==> config.mk <==
export PLATFORM = sky130hd
export DESIGN_NAME = uart_baud_gen_flat
export DESIGN_NICKNAME = d
export VERILOG_FILES = /design/src/rtl/uart_pkg.sv /design/src/rtl/uart_baud_gen_if.sv /design/src/rtl/uart_baud_frac_acc.sv /design/src/rtl/uart_baud_gen.sv /design/src/flat_wrapper.sv
export SDC_FILE = /design/constraint.sdc
export NUM_CORES = 1
export LEC_CHECK = 0
export BUFFER_PORTS_ARGS = -buffer_cell sky130_fd_sc_hd__buf_2
export CORE_AREA = 2 2 72 125
export DETAILED_ROUTE_END_ITERATION = 16
export DIE_AREA = 0 0 74 127
export GPL_TIMING_DRIVEN = 1
export MAX_ROUTING_LAYER = met4
export SLEW_MARGIN = 20
export SYNTH_ARGS = -nofsm -noshare
export SYNTH_HDL_FRONTEND = slang
export SYNTH_SLANG_ARGS = --single-unit
export TNS_END_PERCENT = 50
==> constraint.sdc <==
create_clock -name Clk -period 4.3 [get_ports Clk]
set_clock_uncertainty 0.05 [all_clocks]
set_input_delay 0.43 -clock Clk [delete_from_list [all_inputs] [get_ports Clk]]
set_output_delay 0.43 -clock Clk [all_outputs]
set_load 0.05 [all_outputs]
==> src/rtl/uart_pkg.sv <==
// Shared types and elaboration-time helpers for the UART baud-rate generator.
// Latency: none (types, constants and a constant function only).
// Backpressure: not applicable.
package uart_pkg;

  // Generator control states: stopped, running, or running with a divisor
  // update waiting for the current period to finish.
  typedef enum logic [1:0] {
    IDLE = 2'd0,
    RUN  = 2'd1,
    PEND = 2'd2
  } baud_state_t;

  // Reset-time divisor split into integer and fractional parts.
  typedef struct packed {
    logic [31:0] int_part;
    logic [31:0] frac_part;
  } div_default_t;

  // D = sys_freq / (baud * os). The remainder is rounded to frac_width bits;
  // if rounding reaches a whole unit it is carried into the integer part.
  function automatic div_default_t calc_default_div(input int sys_freq,
                                                    input int baud,
                                                    input int os,
                                                    input int frac_width);
    longint unsigned den;
    longint unsigned ip;
    longint unsigned rem;
    longint unsigned fp;
    longint unsigned one;
    div_default_t    r;
    one = 64'd1;
    den = 64'(baud) * 64'(os);
    ip  = 64'(sys_freq) / den;
    rem = 64'(sys_freq) - ip * den;
    fp  = ((rem << frac_width) + den / 64'd2) / den;
    if (fp >= (one << frac_width)) begin
      ip = ip + 64'd1;
      fp = 64'd0;
    end
    r.int_part  = ip[31:0];
    r.frac_part = fp[31:0];
    return r;
  endfunction

endpackage

==> src/rtl/uart_baud_gen_if.sv <==
// Control/tick bundle between a UART engine (master) and the baud generator (slave).
// Ports: enable, div_int, div_frac, div_load, restart (master->slave);
//        div_ack, os_tick, bit_tick, tick_idx (slave->master). No flow control.
interface uart_baud_gen_if
  import uart_pkg::*;
#(
  parameter int C_DIV_WIDTH  = 16,
  parameter int C_FRAC_WIDTH = 4,
  parameter int C_OVERSAMPLE = 16
);
  logic                            enable;
  logic [C_DIV_WIDTH-1:0]          div_int;
  logic [C_FRAC_WIDTH-1:0]         div_frac;
  logic                            div_load;
  logic                            restart;
  logic                            div_ack;
  logic                            os_tick;
  logic                            bit_tick;
  logic [$clog2(C_OVERSAMPLE)-1:0] tick_idx;

  modport master (
    output enable, div_int, div_frac, div_load, restart,
    input  div_ack, os_tick, bit_tick, tick_idx
  );

  modport slave (
    input  enable, div_int, div_frac, div_load, restart,
    output div_ack, os_tick, bit_tick, tick_idx
  );
endinterface

==> src/rtl/uart_baud_frac_acc.sv <==
// Fractional divisor accumulator: adds frac on each step, flags the overflow.
// Latency: carry is registered and valid the cycle after the step that produced it.
// Backpressure: none; clear has priority over step.
// Ports: Clk, Resetn (async, active-low), clear, step, frac, carry.
module uart_baud_frac_acc #(
  parameter int C_FRAC_WIDTH = 4
) (
  input  logic                    Clk,
  input  logic                    Resetn,
  input  logic                    clear,
  input  logic                    step,
  input  logic [C_FRAC_WIDTH-1:0] frac,
  output logic                    carry
);
  logic [C_FRAC_WIDTH-1:0] acc_q;
  logic [C_FRAC_WIDTH:0]   sum;

  assign sum = {1'b0, acc_q} + {1'b0, frac};

  // carry holds until the next step, so it describes the most recent wrap.
  always_ff @(posedge Clk or negedge Resetn) begin
    if (!Resetn) begin
      acc_q <= '0;
      carry <= 1'b0;
    end else if (clear) begin
      acc_q <= '0;
      carry <= 1'b0;
    end else if (step) begin
      acc_q <= sum[C_FRAC_WIDTH-1:0];
      carry <= sum[C_FRAC_WIDTH];
    end
  end
endmodule

==> src/rtl/uart_baud_gen.sv <==
// UART baud generator: fractional divider producing oversample and bit ticks.
// Latency: os_tick registered, one cycle after the period counter wraps.
// Backpressure: none; enable low freezes all phase state in place.
// Ports: Clk, Resetn (async, active-low), bus (uart_baud_gen_if.slave).
// Build option: define UART_BAUD_FRAC_EN to add fractional accumulation;
// without it div_frac is ignored and every period is exactly div_int cycles.
module uart_baud_gen
  import uart_pkg::*;
#(
  parameter int C_SYSTEM_FREQ = 100_000_000,
  parameter int C_BAUDRATE    = 115_200,
  parameter int C_OVERSAMPLE  = 16,   // power of two, 4..32
  parameter int C_DIV_WIDTH   = 16,
  parameter int C_FRAC_WIDTH  = 4
) (
  input  logic              Clk,
  input  logic              Resetn,
  uart_baud_gen_if.slave    bus
);
  localparam int TW = $clog2(C_OVERSAMPLE);
  localparam div_default_t DEF =
    calc_default_div(C_SYSTEM_FREQ, C_BAUDRATE, C_OVERSAMPLE, C_FRAC_WIDTH);
  localparam logic [C_DIV_WIDTH-1:0] DEF_INT = C_DIV_WIDTH'(DEF.int_part);
  localparam logic [C_DIV_WIDTH:0]   ONE_W   = (C_DIV_WIDTH+1)'(1);

  function automatic logic [C_DIV_WIDTH-1:0] clamp_int(input logic [C_DIV_WIDTH-1:0] v);
    return (v < C_DIV_WIDTH'(2)) ? C_DIV_WIDTH'(2) : v;
  endfunction

  baud_state_t            state_q, state_d;
  logic [C_DIV_WIDTH-1:0] int_q, sh_int_q, apply_int;
  logic [C_DIV_WIDTH:0]   cnt_q, period;
  logic [TW-1:0]          idx_q;
  logic                   os_q, bit_q, ack_q;
  logic                   carry, wrap;
  logic                   imm_load, flush_pend, bnd_apply, apply, sh_wr;

  // A load is taken immediately when the generator is (or is about to be)
  // stopped, or when a restart realigns phase anyway.
  assign imm_load   = bus.div_load && (state_q == IDLE || !bus.enable || bus.restart);
  // Stopping with an update still pending commits it so it is not lost.
  assign flush_pend = (state_q == PEND) && !bus.enable && !bus.div_load;
  assign bnd_apply  = (state_q == PEND) && wrap && !bus.restart;
  assign apply      = imm_load || flush_pend || bnd_apply;
  assign sh_wr      = bus.div_load && !imm_load;
  // A load landing on the boundary cycle supersedes the older shadow value.
  assign apply_int  = bus.div_load ? clamp_int(bus.div_int) : sh_int_q;

  // One extra bit so int+carry never overflows; >= keeps a shrunken divisor
  // from running the counter past its new end.
  assign period = {1'b0, int_q} + {{C_DIV_WIDTH{1'b0}}, carry};
  assign wrap   = bus.enable && (cnt_q >= period - ONE_W);

`ifdef UART_BAUD_FRAC_EN
  localparam logic [C_FRAC_WIDTH-1:0] DEF_FRAC = C_FRAC_WIDTH'(DEF.frac_part);
  logic [C_FRAC_WIDTH-1:0] frac_q, sh_frac_q, apply_frac;
  logic                    acc_step, acc_clear;

  assign apply_frac = bus.div_load ? bus.div_frac : sh_frac_q;
  assign acc_step   = wrap && !bus.restart;
  // A newly active divisor starts its fraction sequence from zero.
  assign acc_clear  = bus.restart || apply;

  uart_baud_frac_acc #(.C_FRAC_WIDTH(C_FRAC_WIDTH)) u_frac_acc (
    .Clk    (Clk),
    .Resetn (Resetn),
    .clear  (acc_clear),
    .step   (acc_step),
    .frac   (frac_q),
    .carry  (carry)
  );

  always_ff @(posedge Clk or negedge Resetn) begin
    if (!Resetn) begin
      frac_q    <= DEF_FRAC;
      sh_frac_q <= '0;
    end else begin
      if (sh_wr) sh_frac_q <= bus.div_frac;
      if (apply) frac_q    <= apply_frac;
    end
  end
`else
  logic unused_frac;
  assign unused_frac = ^bus.div_frac;
  assign carry       = 1'b0;
`endif

  always_ff @(posedge Clk or negedge Resetn) begin
    if (!Resetn) state_q <= IDLE;
    else         state_q <= state_d;
  end

  always_comb begin
    state_d = state_q;
    if (!bus.enable) begin
      state_d = IDLE;
    end else begin
      case (state_q)
        IDLE:    state_d = RUN;
        RUN:     if (bus.div_load && !bus.restart) state_d = PEND;
        PEND:    if ((bus.restart && bus.div_load) || bnd_apply) state_d = RUN;
        default: state_d = IDLE;
      endcase
    end
  end

  always_ff @(posedge Clk or negedge Resetn) begin
    if (!Resetn) begin
      int_q    <= DEF_INT;
      sh_int_q <= '0;
      cnt_q    <= '0;
      idx_q    <= '0;
      os_q     <= 1'b0;
      bit_q    <= 1'b0;
      ack_q    <= 1'b0;
    end else begin
      ack_q <= apply;
      if (sh_wr) sh_int_q <= clamp_int(bus.div_int);
      if (apply) int_q    <= apply_int;

      if (bus.restart) begin
        cnt_q <= '0;
        idx_q <= '0;
        os_q  <= 1'b0;
        bit_q <= 1'b0;
      end else if (wrap) begin
        cnt_q <= '0;
        idx_q <= idx_q + TW'(1);
        os_q  <= 1'b1;
        bit_q <= (idx_q == TW'(C_OVERSAMPLE - 1));
      end else begin
        if (bus.enable) cnt_q <= cnt_q + ONE_W;
        os_q  <= 1'b0;
        bit_q <= 1'b0;
      end
    end
  end

  assign bus.os_tick  = os_q;
  assign bus.bit_tick = bit_q;
  assign bus.div_ack  = ack_q;
  assign bus.tick_idx = idx_q;
endmodule

==> src/flat_wrapper.sv <==
// flat-port wrapper written by rule: the top's interface ports become plain ports
module uart_baud_gen_flat import uart_pkg::*;
#(
  parameter int C_SYSTEM_FREQ = 100_000_000,
  parameter int C_BAUDRATE    = 115_200,
  parameter int C_OVERSAMPLE  = 16,                         
  parameter int C_DIV_WIDTH   = 16,
  parameter int C_FRAC_WIDTH  = 4
)
  (Clk, Resetn, bus_enable, bus_div_int, bus_div_frac, bus_div_load, bus_restart, bus_div_ack, bus_os_tick, bus_bit_tick, bus_tick_idx);
  uart_baud_gen_if #(.C_DIV_WIDTH(C_DIV_WIDTH), .C_FRAC_WIDTH(C_FRAC_WIDTH), .C_OVERSAMPLE(C_OVERSAMPLE)) bus_i ();
  input  logic Clk;
  input  logic Resetn;
  input wire logic [$bits(bus_i.enable)-1:0] bus_enable;
  input wire logic [$bits(bus_i.div_int)-1:0] bus_div_int;
  input wire logic [$bits(bus_i.div_frac)-1:0] bus_div_frac;
  input wire logic [$bits(bus_i.div_load)-1:0] bus_div_load;
  input wire logic [$bits(bus_i.restart)-1:0] bus_restart;
  output wire logic [$bits(bus_i.div_ack)-1:0] bus_div_ack;
  output wire logic [$bits(bus_i.os_tick)-1:0] bus_os_tick;
  output wire logic [$bits(bus_i.bit_tick)-1:0] bus_bit_tick;
  output wire logic [$bits(bus_i.tick_idx)-1:0] bus_tick_idx;
  assign bus_i.enable = bus_enable;
  assign bus_i.div_int = bus_div_int;
  assign bus_i.div_frac = bus_div_frac;
  assign bus_i.div_load = bus_div_load;
  assign bus_i.restart = bus_restart;
  assign bus_div_ack = bus_i.div_ack;
  assign bus_os_tick = bus_i.os_tick;
  assign bus_bit_tick = bus_i.bit_tick;
  assign bus_tick_idx = bus_i.tick_idx;
  uart_baud_gen #(.C_SYSTEM_FREQ(C_SYSTEM_FREQ), .C_BAUDRATE(C_BAUDRATE), .C_OVERSAMPLE(C_OVERSAMPLE), .C_DIV_WIDTH(C_DIV_WIDTH), .C_FRAC_WIDTH(C_FRAC_WIDTH)) u_core (.Clk(Clk), .Resetn(Resetn), .bus(bus_i));
endmodule
Yosys cells after proc, flatten, opt, wreduce, memory -nomap -nowiden
Index checks and enable logic that the tools add are counted.
{"block": "word_totals", "ff_bits": 58, "in_bits": 25, "output_inout_bits": 7, "word_cells": 55}
{"block": "classes", "addsub": 3, "n_lt_le_gt_ge": 2, "n_eq_ne": 5, "muxes": 15, "n_reduce_logical": 22}
{"cell": "17-bit two-way mux", "count": 3}
{"cell": "16-bit two-way mux", "count": 2}
{"cell": "17-bit by 1-bit adder with 17-bit output, second input constant", "count": 1}
{"cell": "17-bit greater-or-equal comparator", "count": 1}
{"cell": "16-bit by 1-bit subtractor with 17-bit output, second input constant", "count": 1}
{"cell": "16-bit by 2-bit < comparator with 1-bit output, second input constant", "count": 1}
{"cell": "1-bit logical AND", "count": 9}
{"cell": "4-bit two-way mux", "count": 2}
{"cell": "2-bit two-way mux", "count": 3}
{"cell": "2-bit one-hot mux with 3 select lines", "count": 1}
{"cell": "1-bit logical OR", "count": 5}
{"cell": "4-bit by 1-bit adder with 4-bit output, second input constant", "count": 1}
{"cell": "4-bit == test, second input constant", "count": 1}
{"cell": "1-bit zero test", "count": 4}
{"cell": "1-bit two-way mux", "count": 4}
{"cell": "3-bit by 2-bit != test with 1-bit output, second input constant", "count": 1}
{"cell": "3-bit != test, second input constant", "count": 1}
{"cell": "3-bit nonzero test", "count": 1}
{"cell": "2-bit by 1-bit == test with 1-bit output, second input constant", "count": 1}
{"cell": "2-bit == test, second input constant", "count": 1}
{"cell": "2-bit zero test", "count": 1}
{"cell": "2-bit AND reduction", "count": 1}
{"cell": "2-bit nonzero test", "count": 1}

Longest topological paths before layout
Gate-level depths: netlist of the first run.
{"block": "logic_depth", "word_depth": 9, "mapped_depth": 16, "depth_no_buf": 14}

Worst setup path after synthesis of the first run
No wires, ideal clock.
{"block": "synth_timing", "path_kind": "register to register", "startpoint": "reg u_core.int_q[6]", "endpoint": "reg u_core.int_q[10]", "arrival_time_ns": 3.548, "t_required_ns": 4.125, "path_slack_ns": 0.577, "path_stages_with_launch": 13, "n_path_buf": 2, "period_less_slack_ns": 3.723, "path_cell_list": "dfrtp_1 or3_1 or3_1 nor3_1 or4b_1 ha_1 and4_1 a311o_1 a21oi_2 a221o_1 buf_6 buf_6 mux2_4"}
{"block": "synth_via", "elab_chain_cells": 6}
{"element": "start: declaration", "line": "uart_baud_gen.sv:31", "rtl": "logic [C_DIV_WIDTH-1:0] int_q, sh_int_q, apply_int;"}
{"element": "start signal: assignment", "line": "uart_baud_gen.sv:119", "rtl": "if (apply) int_q <= apply_int;"}
{"element": "16-bit by 1-bit subtractor with 17-bit output", "line": "uart_baud_gen.sv:52", "rtl": "assign wrap = bus.enable && (cnt_q >= period - ONE_W);"}
{"element": "17-bit greater-or-equal comparator", "line": "uart_baud_gen.sv:52"}
{"element": "1-bit logical AND", "line": "uart_baud_gen.sv:52"}
{"element": "1-bit logical AND (2 in a row)", "line": "uart_baud_gen.sv:43", "rtl": "assign bnd_apply = (state_q == PEND) && wrap && !bus.restart;"}
{"element": "1-bit logical OR", "line": "uart_baud_gen.sv:44", "rtl": "assign apply = imm_load || flush_pend || bnd_apply;"}
Every way passes these cells.
A chain may end at the register's enable or synchronous reset.

Worst setup path in the final report of the first run
{"block": "layout_timing", "startpoint": "reg u_core.int_q[0]", "endpoint": "reg u_core.int_q[3]"}
The elaborated chain is that of the path after synthesis.

==> results.py, run 1 <==
metrics = {
    "placed_design": {
        "dpl_cell_area_mm2": 0.00370,
        "place_congestion": 0.816,
        "placement.io_buffers": 27,
        "detailed_place_hpwl_um": 5430,
        "dp_slack_ns": 0.354,
    },
    "global_route": {
        "met1_usage_pct": 20.2,
        "number_of_antenna_violations_at_the_first_check_in_global_routing": 0,
        "gr-usage-met2_pct": 31.6,
        "gr-max-usage-layer": "met2",
        "use_met3_pct": 3.71,
        "grt_pass1_wl_um": 13000,
        "grt.overflow.total": 0,
        "track_usage_pct": 18.3,
        "number_of_global_route_vias_before_repair": 2732,
        "pin_count_of_the_biggest_net_entering_global_routing": 59,
    },
    "cts": {
        "cts.htree.levels": 3,
        "clock-root-buffer": "clkbuf_16",
        "cts_repair_resize_count": 0,
        "cts_stage_hold_buffer_count": 0,
        "tritoncts.num_buffers": 9,
        "tritoncts_num_sinks": 58,
        "insertion_delay_ns": 0.33,
        "postCtsSetupBuffers": 0,
        "cts_tree": "done",
        "clock_slew_at_reported_path_ffs_ns": 0.05,
        "clock_path_buffers": 2,
    },
    "setup_path": {
        "sort_of_element_at_the_start_of_the_critical_path": "flip-flop",
        "cp.required_ns": 4.46,
        "worst_setup_path_end_kind": "flip-flop",
        "setup.worst_path.class": "reg2reg",
        "crit_fanout": 16,
        "critical_path_arrival_ns": 4.08,
    },
    "logic_synthesis": {
        "yosysTopAreaCellShare_pct": 39.3,
        "synth_area_per_cell_um2": 10.3,
        "async_reset_ff_share_pct": 100,
        "synth_enable_flop_cells": 0,
        "post_synthesis_cells": 333,
        "synth_top_flop_cell": "dfrtp_1",
        "synth.cell_area_mm2": 0.00344,
        "yosys_register_bits": 58,
        "synthDominantAreaCellType": "dfrtp_1",
        "post_synth_most_frequent_cells": "dfrtp_1, mux2_2, nand2_1",
        "synth-seq-area-share_pct": 42.3,
        "yosys.cell_count.top_type": "dfrtp_1",
        "yosysWarningCount": 0,
        "ys_types": 45,
        "syn_nets": 378,
        "ys_top_cells_by_area": "dfrtp_1, mux2_2, ha_1",
    },
    "sta": {
        "clock_period_minus_worst_slack_ns": 3.92,
        "timing.fmax_mhz": 255,
        "finalCritPeriodShare_pct": 91.2,
        "worst_slack_ns": 0.377,
        "rsz0062_at_grt": "no",
        "timing.slew.headroom_pct": 50.2,
        "worst_slew_pin_slew_ns": 0.748,
        "finalHoldViolCount": 0,
        "fin_max_slew_vios": 0,
        "timing.setup.tns_ns": 0,
        "setup_viol_count_final": 0,
        "hold_ws_ns": 0.200,
    },
    "detailed_routing": {
        "postRouteWirelength_um": 7460,
        "wire_per_inst_um": 15.4,
        "first_pass_drt_iterations": 4,
        "drt_drc_violations_left": 0,
        "vias": 2602,
        "drt_iter0_markers": 206,
        "routed_via_density": 5.36,
        "drtAntennaViolNets": 0,
    },
    "power": {
        "power_density_mw_per_mm2": 465,
        "vdd_ir_drop_max_mv": 0.321,
        "p_leak_uw": 0.00178,
        "report.power.total_uw": 1860,
    },
    "floorplanning": {
        "dieWidth_um": 74,
        "die_height_um": 127,
        "design.portCount": 32,
        "core_area_mm2": 0.00831,
        "fp-row-count": 44,
        "start_util_pct": 41.4,
        "floorplan.die_area_mm2": 0.00940,
    },
    "cells_and_area": {
        "nets": 410,
        "area_growth_syn_to_layout_pct": 16.4,
        "layout.cell_area.non_filler_mm2": 0.00401,
        "antenna_diode_count": 0,
        "drive_gt1_share_pct": 26.5,
    },
    "worst_hold_path": {
        "min-delay-path-class": "in2async",
    },
    "job": {
        "max_cap_violations": 0,
    },
    "status": {
        "status": "completed",
    },
}
-- worst paths after layout --
path / from / to / slack [ns] / cells after the start
worst max-delay path: u_core.int_q[0] / u_core.int_q[3] / 0.38 / 13
worst min-delay path: Resetn / u_core.cnt_q[12] / 0.20 / 2
worst max register to register: u_core.int_q[0] / u_core.int_q[3] / 0.38 / 13
worst min register to register: u_core.sh_int_q[10] / u_core.sh_int_q[10] / 0.45 / 1
max in group asynchronous: Resetn / u_core.bus.div_ack / 3.49 / 2
min in group Clk: bus_div_int[8] / u_core.sh_int_q[8] / 0.32 / 2
-- cell families (layout without fill, tap and decap cells) --
| logic type | after synthesis | after routing | synth area share (%) |
|---|---|---|---|
| buffers and inverters | 24 | 61 | 3.16 |
| and+or+nand+nor | 115 | 115 | 17.1 |
| DFF | 58 | 58 | 42.3 |
| xor gates and xnor gates | 21 | 21 | 5.35 |
| adders and majority gates | 20 | 20 | 7.28 |
| AOI/OAI and AO/OA | 48 | 48 | 8.77 |
| muxes | 47 | 47 | 16.0 |
-- per-stage QoR --
step	cells	util, %
final	485	48.2
after global routing	485	48.2
after CTS	485	48.2
after detailed placement	469	44.5
after global placement	469	44.5
after floorplan	333	-
-- where the power goes --
| group | total [uW] | internal (uW) | switching [uW] |
|---|---|---|---|
| clock | 718 | 476 | 242 |
| sequential | 748 | 657 | 90.9 |
| combinational | 396 | 215 | 182 |
| total | 1860 | 1350 | 515 |
-- cell usage in the layout, fill, tap and decap left out, types with 5 or more instances in the layout --
cell | Yosys | routed
dfrtp_1 | 54 | 54
mux2_2 | 36 | 36
nand2_1 | 31 | 31
buf_2 | 3 | 27
nor2_1 | 21 | 21
ha_1 | 20 | 20
o21ai_0 | 15 | 15
nor3_1 | 14 | 14
a21oi_1 | 14 | 14
inv_1 | 12 | 12
xnor2_1 | 12 | 12
xor2_1 | 9 | 9
nand3_1 | 9 | 9
clkbuf_16 | 0 | 9
nand4_1 | 8 | 8
mux2_4 | 7 | 7
nor4_1 | 6 | 6
nor3b_1 | 6 | 6
buf_4 | 0 | 6
or3_1 | 5 | 5
-- final cells by class --
type	count	area (um^2)
clock buffers	11	253
clock inverters	5	52.6
fillers	773	4310
inverters	12	45.0
multi-input cells	251	1870
flip-flops and latches	58	1460
well taps	115	144
repair buffers	33	180
-- state kept, by name, summed over array words and instances, names as in the netlist --
register	cells
u_core.state_q	2
u_core.sh_int_q	16
u_core.bus.tick_idx	4
u_core.bus.div_ack	1
u_core.cnt_q	17
u_core.int_q	16
u_core.bus.bit_tick	1
u_core.bus.os_tick	1
-- routing by layer --
layer | wire [um] | part of all wire, %
met4 | 162 | 2.2
met1 | 3000 | 40
met2 | 4080 | 55
met5 | 0 | 0
met3 | 219 | 2.9
-- critical path: stages (launching register included) --
cell     delay, ns
dfrtp_1       0.39
inv_1         0.10
ha_1          0.19
nand2_1       0.10
or3_1         0.45
nor3_1        0.32
or4b_1        0.48
ha_1          0.29
and4_1        0.22
a311o_1       0.33
a21oi_2       0.12
a221o_1       0.15
buf_4         0.26
mux2_2        0.36
Note: power is estimated with default switching activity, not from simulation.
==> run 2, diff against run 1 <==
--- a/config.mk
+++ b/config.mk
@@ -11,6 +11,7 @@
 export DIE_AREA = 0 0 74 127
 export GPL_TIMING_DRIVEN = 1
 export MAX_ROUTING_LAYER = met4
+export PLACE_DENSITY = 0.62
 export SLEW_MARGIN = 20
 export SYNTH_ARGS = -nofsm -noshare
 export SYNTH_HDL_FRONTEND = slang
==> results.py, run 2 (synthesized netlist as in run 1, its figures left out) <==
metrics = {
    "floorplanning": {
        "start_util_pct": 41.4,
        "fp-row-count": 44,
        "dieWidth_um": 74,
        "design.portCount": 32,
        "floorplan.die_area_mm2": 0.00940,
        "die_height_um": 127,
        "core_area_mm2": 0.00831,
    },
    "sta": {
        "fin_max_slew_vios": 0,
        "timing.slew.headroom_pct": 48.7,
        "finalCritPeriodShare_pct": 91.6,
        "worst_slew_pin_slew_ns": 0.769,
        "setup_viol_count_final": 0,
        "rsz0062_at_grt": "no",
        "timing.setup.tns_ns": 0,
        "clock_period_minus_worst_slack_ns": 3.94,
        "hold_ws_ns": 0.185,
        "finalHoldViolCount": 0,
        "timing.fmax_mhz": 254,
    },
    "cts": {
        "clock_path_buffers": 2,
        "clock_slew_at_reported_path_ffs_ns": 0.05,
        "cts_stage_hold_buffer_count": 0,
        "postCtsSetupBuffers": 0,
        "tritoncts.num_buffers": 9,
        "tritoncts_num_sinks": 58,
        "clock-root-buffer": "clkbuf_16",
        "insertion_delay_ns": 0.33,
        "cts_tree": "done",
        "cts_repair_resize_count": 0,
        "cts.htree.levels": 3,
    },
    "setup_path": {
        "reg2reg_depth": 11,
        "crit_fanout": 16,
        "worst_setup_path_end_kind": "flip-flop",
        "critPathSlowestCell": "or4b_1",
        "cp_cell_sequence": "or3_1 > or3_1 > nor3_1 > or4b_1 > ha_1 > and4_1 > a311o_1 > a21oi_2 > a221o_1 > buf_4 > mux2_2",
        "cp.required_ns": 4.46,
        "critical_path_arrival_ns": 4.10,
        "sort_of_element_at_the_start_of_the_critical_path": "flip-flop",
        "crit_top_cell": "or3_1",
        "slowest_delay_ns": 0.49,
        "setup.worst_path.class": "reg2reg",
    },
    "power": {
        "p_sw_uw": 509,
        "internal_power_uw": 1330,
        "p_comb_share_pct": 21.4,
        "vdd_ir_drop_max_mv": 0.304,
        "clock_network_power_share_pct": 37.8,
        "sequentialPowerShare_pct": 40.8,
        "power_density_mw_per_mm2": 462,
        "p_leak_uw": 0.00177,
        "netSwitchingFraction_pct": 27.6,
    },
    "placed_design": {
        "place_congestion": 0.798,
        "placement.io_buffers": 27,
        "dpl_cell_area_mm2": 0.00370,
        "detailed_place_hpwl_um": 5470,
    },
    "global_route": {
        "number_of_global_route_vias_before_repair": 2626,
        "pin_count_of_the_biggest_net_entering_global_routing": 59,
        "grt.overflow.total": 0,
        "number_of_antenna_violations_at_the_first_check_in_global_routing": 0,
        "grt_pass1_wl_um": 12600,
        "track_usage_pct": 18.1,
    },
    "worst_hold_path": {
        "min-delay-path-class": "in2async",
    },
    "detailed_routing": {
        "first_pass_drt_iterations": 4,
        "wire_per_inst_um": 15.4,
        "drt_drc_violations_left": 0,
        "routed_via_density": 5.37,
        "vias": 2605,
        "drt_iter0_markers": 157,
        "drtAntennaViolNets": 0,
        "postRouteWirelength_um": 7450,
    },
    "cells_and_area": {
        "drive_gt1_share_pct": 25.7,
        "nFillCells": 779,
        "largest_register_ff_count": 17,
        "register_with_the_most_flip_flops": "u_core.cnt_q",
        "area_growth_syn_to_layout_pct": 16.0,
        "layout.cell_area.non_filler_mm2": 0.00399,
        "layout.cells.most_common_list": "dfrtp_1, mux2_2, nand2_1",
        "nets": 410,
        "antenna_diode_count": 0,
        "reg.largest.list": "u_core.cnt_q: 17 flops, u_core.int_q: 16 flops, u_core.sh_int_q: 16 flops",
        "layout_commonest_cell": "dfrtp_1",
    },
    "job": {
        "max_cap_violations": 0,
    },
    "status": {
        "status": "completed",
    },
}
## run 2: cell count changes in the layout (fill, tap and decap cells not counted), sizes merged
cell | before | now
clkinvlp | 1 | 0
clkinv | 3 | 2
clkbuf | 11 | 13
## run 2: worst max-delay path, delay by kind of cell (launching register included)
family / cells / cell delay [ns]
fa+ha+maj: 1 / 0.30
mux: 1 / 0.37
simple gates: 5 / 1.81
flops: 1 / 0.42
compound gates: 3 / 0.60
buf+inv: 1 / 0.26
## run 2: metal layers
| metal | GRT usage (%) | up-vias | share of wire (%) |
|---|---|---|---|
| met3 | 3.15 | 11 | 2.8 |
| met2 | 32.1 | 43 | 56 |
| met4 | 8.24 | 0 | 2.3 |
| li1 | - | 1276 | - |
| met1 | 18.9 | 1275 | 39 |
| met5 | - | - | 0 |
## run 2: path summary, 6_finish.rpt
check                               startpoint  slack [ns]                     end
max                            u_core.int_q[6]        0.36         u_core.int_q[6]
min                                     Resetn        0.19  u_core.bus.tick_idx[0]
max reg2reg                    u_core.int_q[6]        0.36         u_core.int_q[6]
min reg2reg                u_core.sh_int_q[14]        0.45     u_core.sh_int_q[14]
max in group asynchronous               Resetn        3.47     u_core.bus.bit_tick
min in group Clk                bus_div_int[5]        0.31      u_core.sh_int_q[5]
## run 2: final cells by class
class,count,area (um^2),area share [%]
well taps,115,144,3.61
multi-input cells,251,1870,47.0
inverters,12,45.0,1.13
clock buffers,13,250,6.27
flip-flops and latches,58,1460,36.5
repair buffers,33,180,4.52
clock inverters,3,40.0,1.00
## run 2: stage by stage
step                      total power, uW  utilization, %  setup slack, ns  std cells
after detailed placement             1160            44.5            0.331        469
after global routing                 1950            48.0            0.100        485
final                                1840            48.0            0.363        485
after global placement               1140            44.5            0.350        469
after CTS                            1860            48.0            0.326        485
after floorplan                      1050               -            0.577        333
## run 2: power by group through the flow
| stage | Combinational, uW | Sequential [uW] | Clock (uW) |
|---|---|---|---|
| after floorplan | 316 | 733 | 0 |
| after global placement | 383 | 753 | 0 |
| after detailed placement | 398 | 761 | 0 |
| after CTS | 402 | 752 | 709 |
| after global routing | 448 | 770 | 731 |
| final | 395 | 752 | 696 |
==> run 3, diff against run 2 <==
--- a/config.mk
+++ b/config.mk
@@ -12,6 +12,8 @@
 export GPL_TIMING_DRIVEN = 1
 export MAX_ROUTING_LAYER = met4
 export PLACE_DENSITY = 0.62
+export RECOVER_POWER = 25
+export REMOVE_ABC_BUFFERS = 1
 export SLEW_MARGIN = 20
 export SYNTH_ARGS = -nofsm -noshare
 export SYNTH_HDL_FRONTEND = slang
==> results.py, run 3 (synthesized netlist as in run 1, its figures left out) <==
metrics = {
    "status": {
        "status": "complete, but fails checks",
        "violations": "max-capacitance violations, max-slew violations",
    },
    "cts": {
        "clock_slew_at_reported_path_ffs_ns": 0.05,
        "cts_repair_resize_count": 0,
        "postCtsSetupBuffers": 0,
        "clock-root-buffer": "clkbuf_16",
        "cts.htree.levels": 3,
        "cts_stage_hold_buffer_count": 0,
        "clock_path_buffers": 2,
        "cts_tree": "done",
        "insertion_delay_ns": 0.33,
        "tritoncts.num_buffers": 9,
        "tritoncts_num_sinks": 58,
    },
    "floorplanning": {
        "fp-row-count": 44,
        "die_height_um": 127,
        "design.portCount": 32,
        "dieWidth_um": 74,
        "core_area_mm2": 0.00831,
        "start_util_pct": 41.4,
        "floorplan.die_area_mm2": 0.00940,
    },
    "cells_and_area": {
        "register_with_the_most_flip_flops": "u_core.cnt_q",
        "layout_commonest_cell": "dfrtp_1",
        "nets": 410,
        "antenna_diode_count": 0,
        "area_growth_syn_to_layout_pct": 16.4,
        "reg.largest.list": "u_core.cnt_q: 17 flops, u_core.int_q: 16 flops, u_core.sh_int_q: 16 flops",
        "nFillCells": 781,
        "largest_register_ff_count": 17,
        "layout.cells.most_common_list": "dfrtp_1, mux2_2, nand2_1",
        "drive_gt1_share_pct": 25.7,
    },
    "setup_path": {
        "r2r-start": "u_core.int_q[0]",
        "timing.rr.end": "u_core.int_q[7]",
        "crit_top_cell": "ha_1",
        "setup.worst_path.start": "u_core.int_q[0]",
        "critical_path_arrival_ns": 4.13,
        "worst_setup_path_end_kind": "flip-flop",
        "reg2reg_depth": 13,
        "crit_fanout": 16,
        "r2r_slack_ns": 0.33,
        "sort_of_element_at_the_start_of_the_critical_path": "flip-flop",
        "cp_cell_sequence": "inv_1 > ha_1 > nand2_1 > or3_1 > nor3_1 > or4b_1 > ha_1 > and4_1 > a311o_1 > a21oi_2 > a221o_1 > buf_4 > mux2_2",
        "setup.worst_path.class": "reg2reg",
        "cp.required_ns": 4.47,
        "critPathSlowestCell": "or4b_1",
        "slowest_delay_ns": 0.47,
        "critical_path.endpoint": "u_core.int_q[7]",
    },
    "global_route": {
        "track_usage_pct": 17.9,
        "pin_count_of_the_biggest_net_entering_global_routing": 59,
        "number_of_antenna_violations_at_the_first_check_in_global_routing": 0,
        "grt.overflow.total": 0,
        "grt_pass1_wl_um": 12200,
        "number_of_global_route_vias_before_repair": 2518,
    },
    "power": {
        "vdd_ir_drop_max_mv": 0.345,
        "internal_power_uw": 1370,
        "clock_network_power_share_pct": 39.0,
        "report.power.total_uw": 1880,
        "p_comb_share_pct": 21.1,
        "netSwitchingFraction_pct": 27.3,
        "p_sw_uw": 513,
        "power_density_mw_per_mm2": 469,
        "sequentialPowerShare_pct": 39.9,
        "p_leak_uw": 0.00178,
    },
    "detailed_routing": {
        "drtAntennaViolNets": 0,
        "drt_iter0_markers": 222,
        "met3RoutedLength_um": 214,
        "drt_drc_violations_left": 0,
        "first_pass_drt_iterations": 6,
        "routed_via_density": 5.33,
        "length_of_routed_wiring_on_met1_um": 3060,
        "highest-signal-layer": "met4",
        "wire_per_inst_um": 15.4,
        "postRouteWirelength_um": 7460,
        "vias": 2587,
        "routed-wl-met2_um": 3920,
    },
    "sta": {
        "worst_slack_ns": 0.334,
        "timing.setup.tns_ns": 0,
        "rsz0062_at_grt": "no",
        "finalHoldViolCount": 0,
        "timing.fmax_mhz": 252,
        "timing.slew.headroom_pct": -115,
        "clock_period_minus_worst_slack_ns": 3.97,
        "finalCritPeriodShare_pct": 92.2,
        "setup_viol_count_final": 0,
        "hold_ws_ns": 0.306,
        "fin_max_slew_vios": 59,
        "worst_slew_pin_slew_ns": 3.23,
    },
    "placed_design": {
        "place_congestion": 0.829,
        "dp_slack_ns": 0.319,
        "detailed_place_hpwl_um": 5340,
        "placement.io_buffers": 27,
    },
    "job": {
        "max_cap_violations": 1,
    },
    "worst_hold_path": {
        "min-delay-path-class": "in2reg",
    },
}
[run 3: metrics by stage]
stage               util, %  cells  instance area [um^2]
global placement       44.5    469                  3700
global route           48.2    485                  4010
floorplan                 -    321                  3380
CTS                    48.2    485                  4010
detailed placement     44.5    469                  3700
finish                 48.2    485                  4010
[run 3: power groups by stage]
stage / clock (uW) / sequential (uW) / combinational, uW
after floorplan: 0 / 733 / 305
after global placement: 0 / 752 / 384
after detailed placement: 0 / 758 / 403
after CTS: 751 / 749 / 404
after global routing: 772 / 764 / 443
final: 733 / 749 / 397
[run 3: cell type report]
| class | count | area, um^2 | area share, % |
|---|---|---|---|
| inverters | 12 | 45.0 | 1.12 |
| repair buffers | 33 | 176 | 4.40 |
| well taps | 115 | 144 | 3.59 |
| clock inverters | 2 | 35.0 | 0.875 |
| flip-flops and latches | 58 | 1460 | 36.4 |
| clock buffers | 14 | 274 | 6.84 |
| multi-input cells | 251 | 1870 | 46.8 |
[run 3: metal layers]
layer,up-vias,track usage [%]
met5,-,-
met1,1257,18.9
met2,41,29.9
met4,0,10.2
li1,1273,-
met3,16,4.18
[run 3: how the worst min path moves through the flow]
stage                  startpoint                   to  slack [ns]  cells after the start
2_1_floorplan              Resetn  u_core.bus.bit_tick        0.08                      0
3_3_place_gp   u_core.sh_int_q[6]   u_core.sh_int_q[6]        0.44                      1
3_5_place_dp   u_core.sh_int_q[2]   u_core.sh_int_q[2]        0.44                      1
4_1_cts                    Resetn      u_core.int_q[7]        0.24                      2
5_1_grt            bus_div_int[5]   u_core.sh_int_q[5]        0.31                      2
6_report           bus_div_int[5]   u_core.sh_int_q[5]        0.31                      2
[run 3: critical path: cells and delay by family, from the launching register on]
family	cells	cell delay, ns
buffers and inverters	2	0.38
AND/OR/NAND/NOR	5	1.55
AO/OA/AOI/OAI	3	0.62
flip-flops	1	0.39
multiplexers	1	0.37
adder cells (fa/ha/maj)	2	0.48
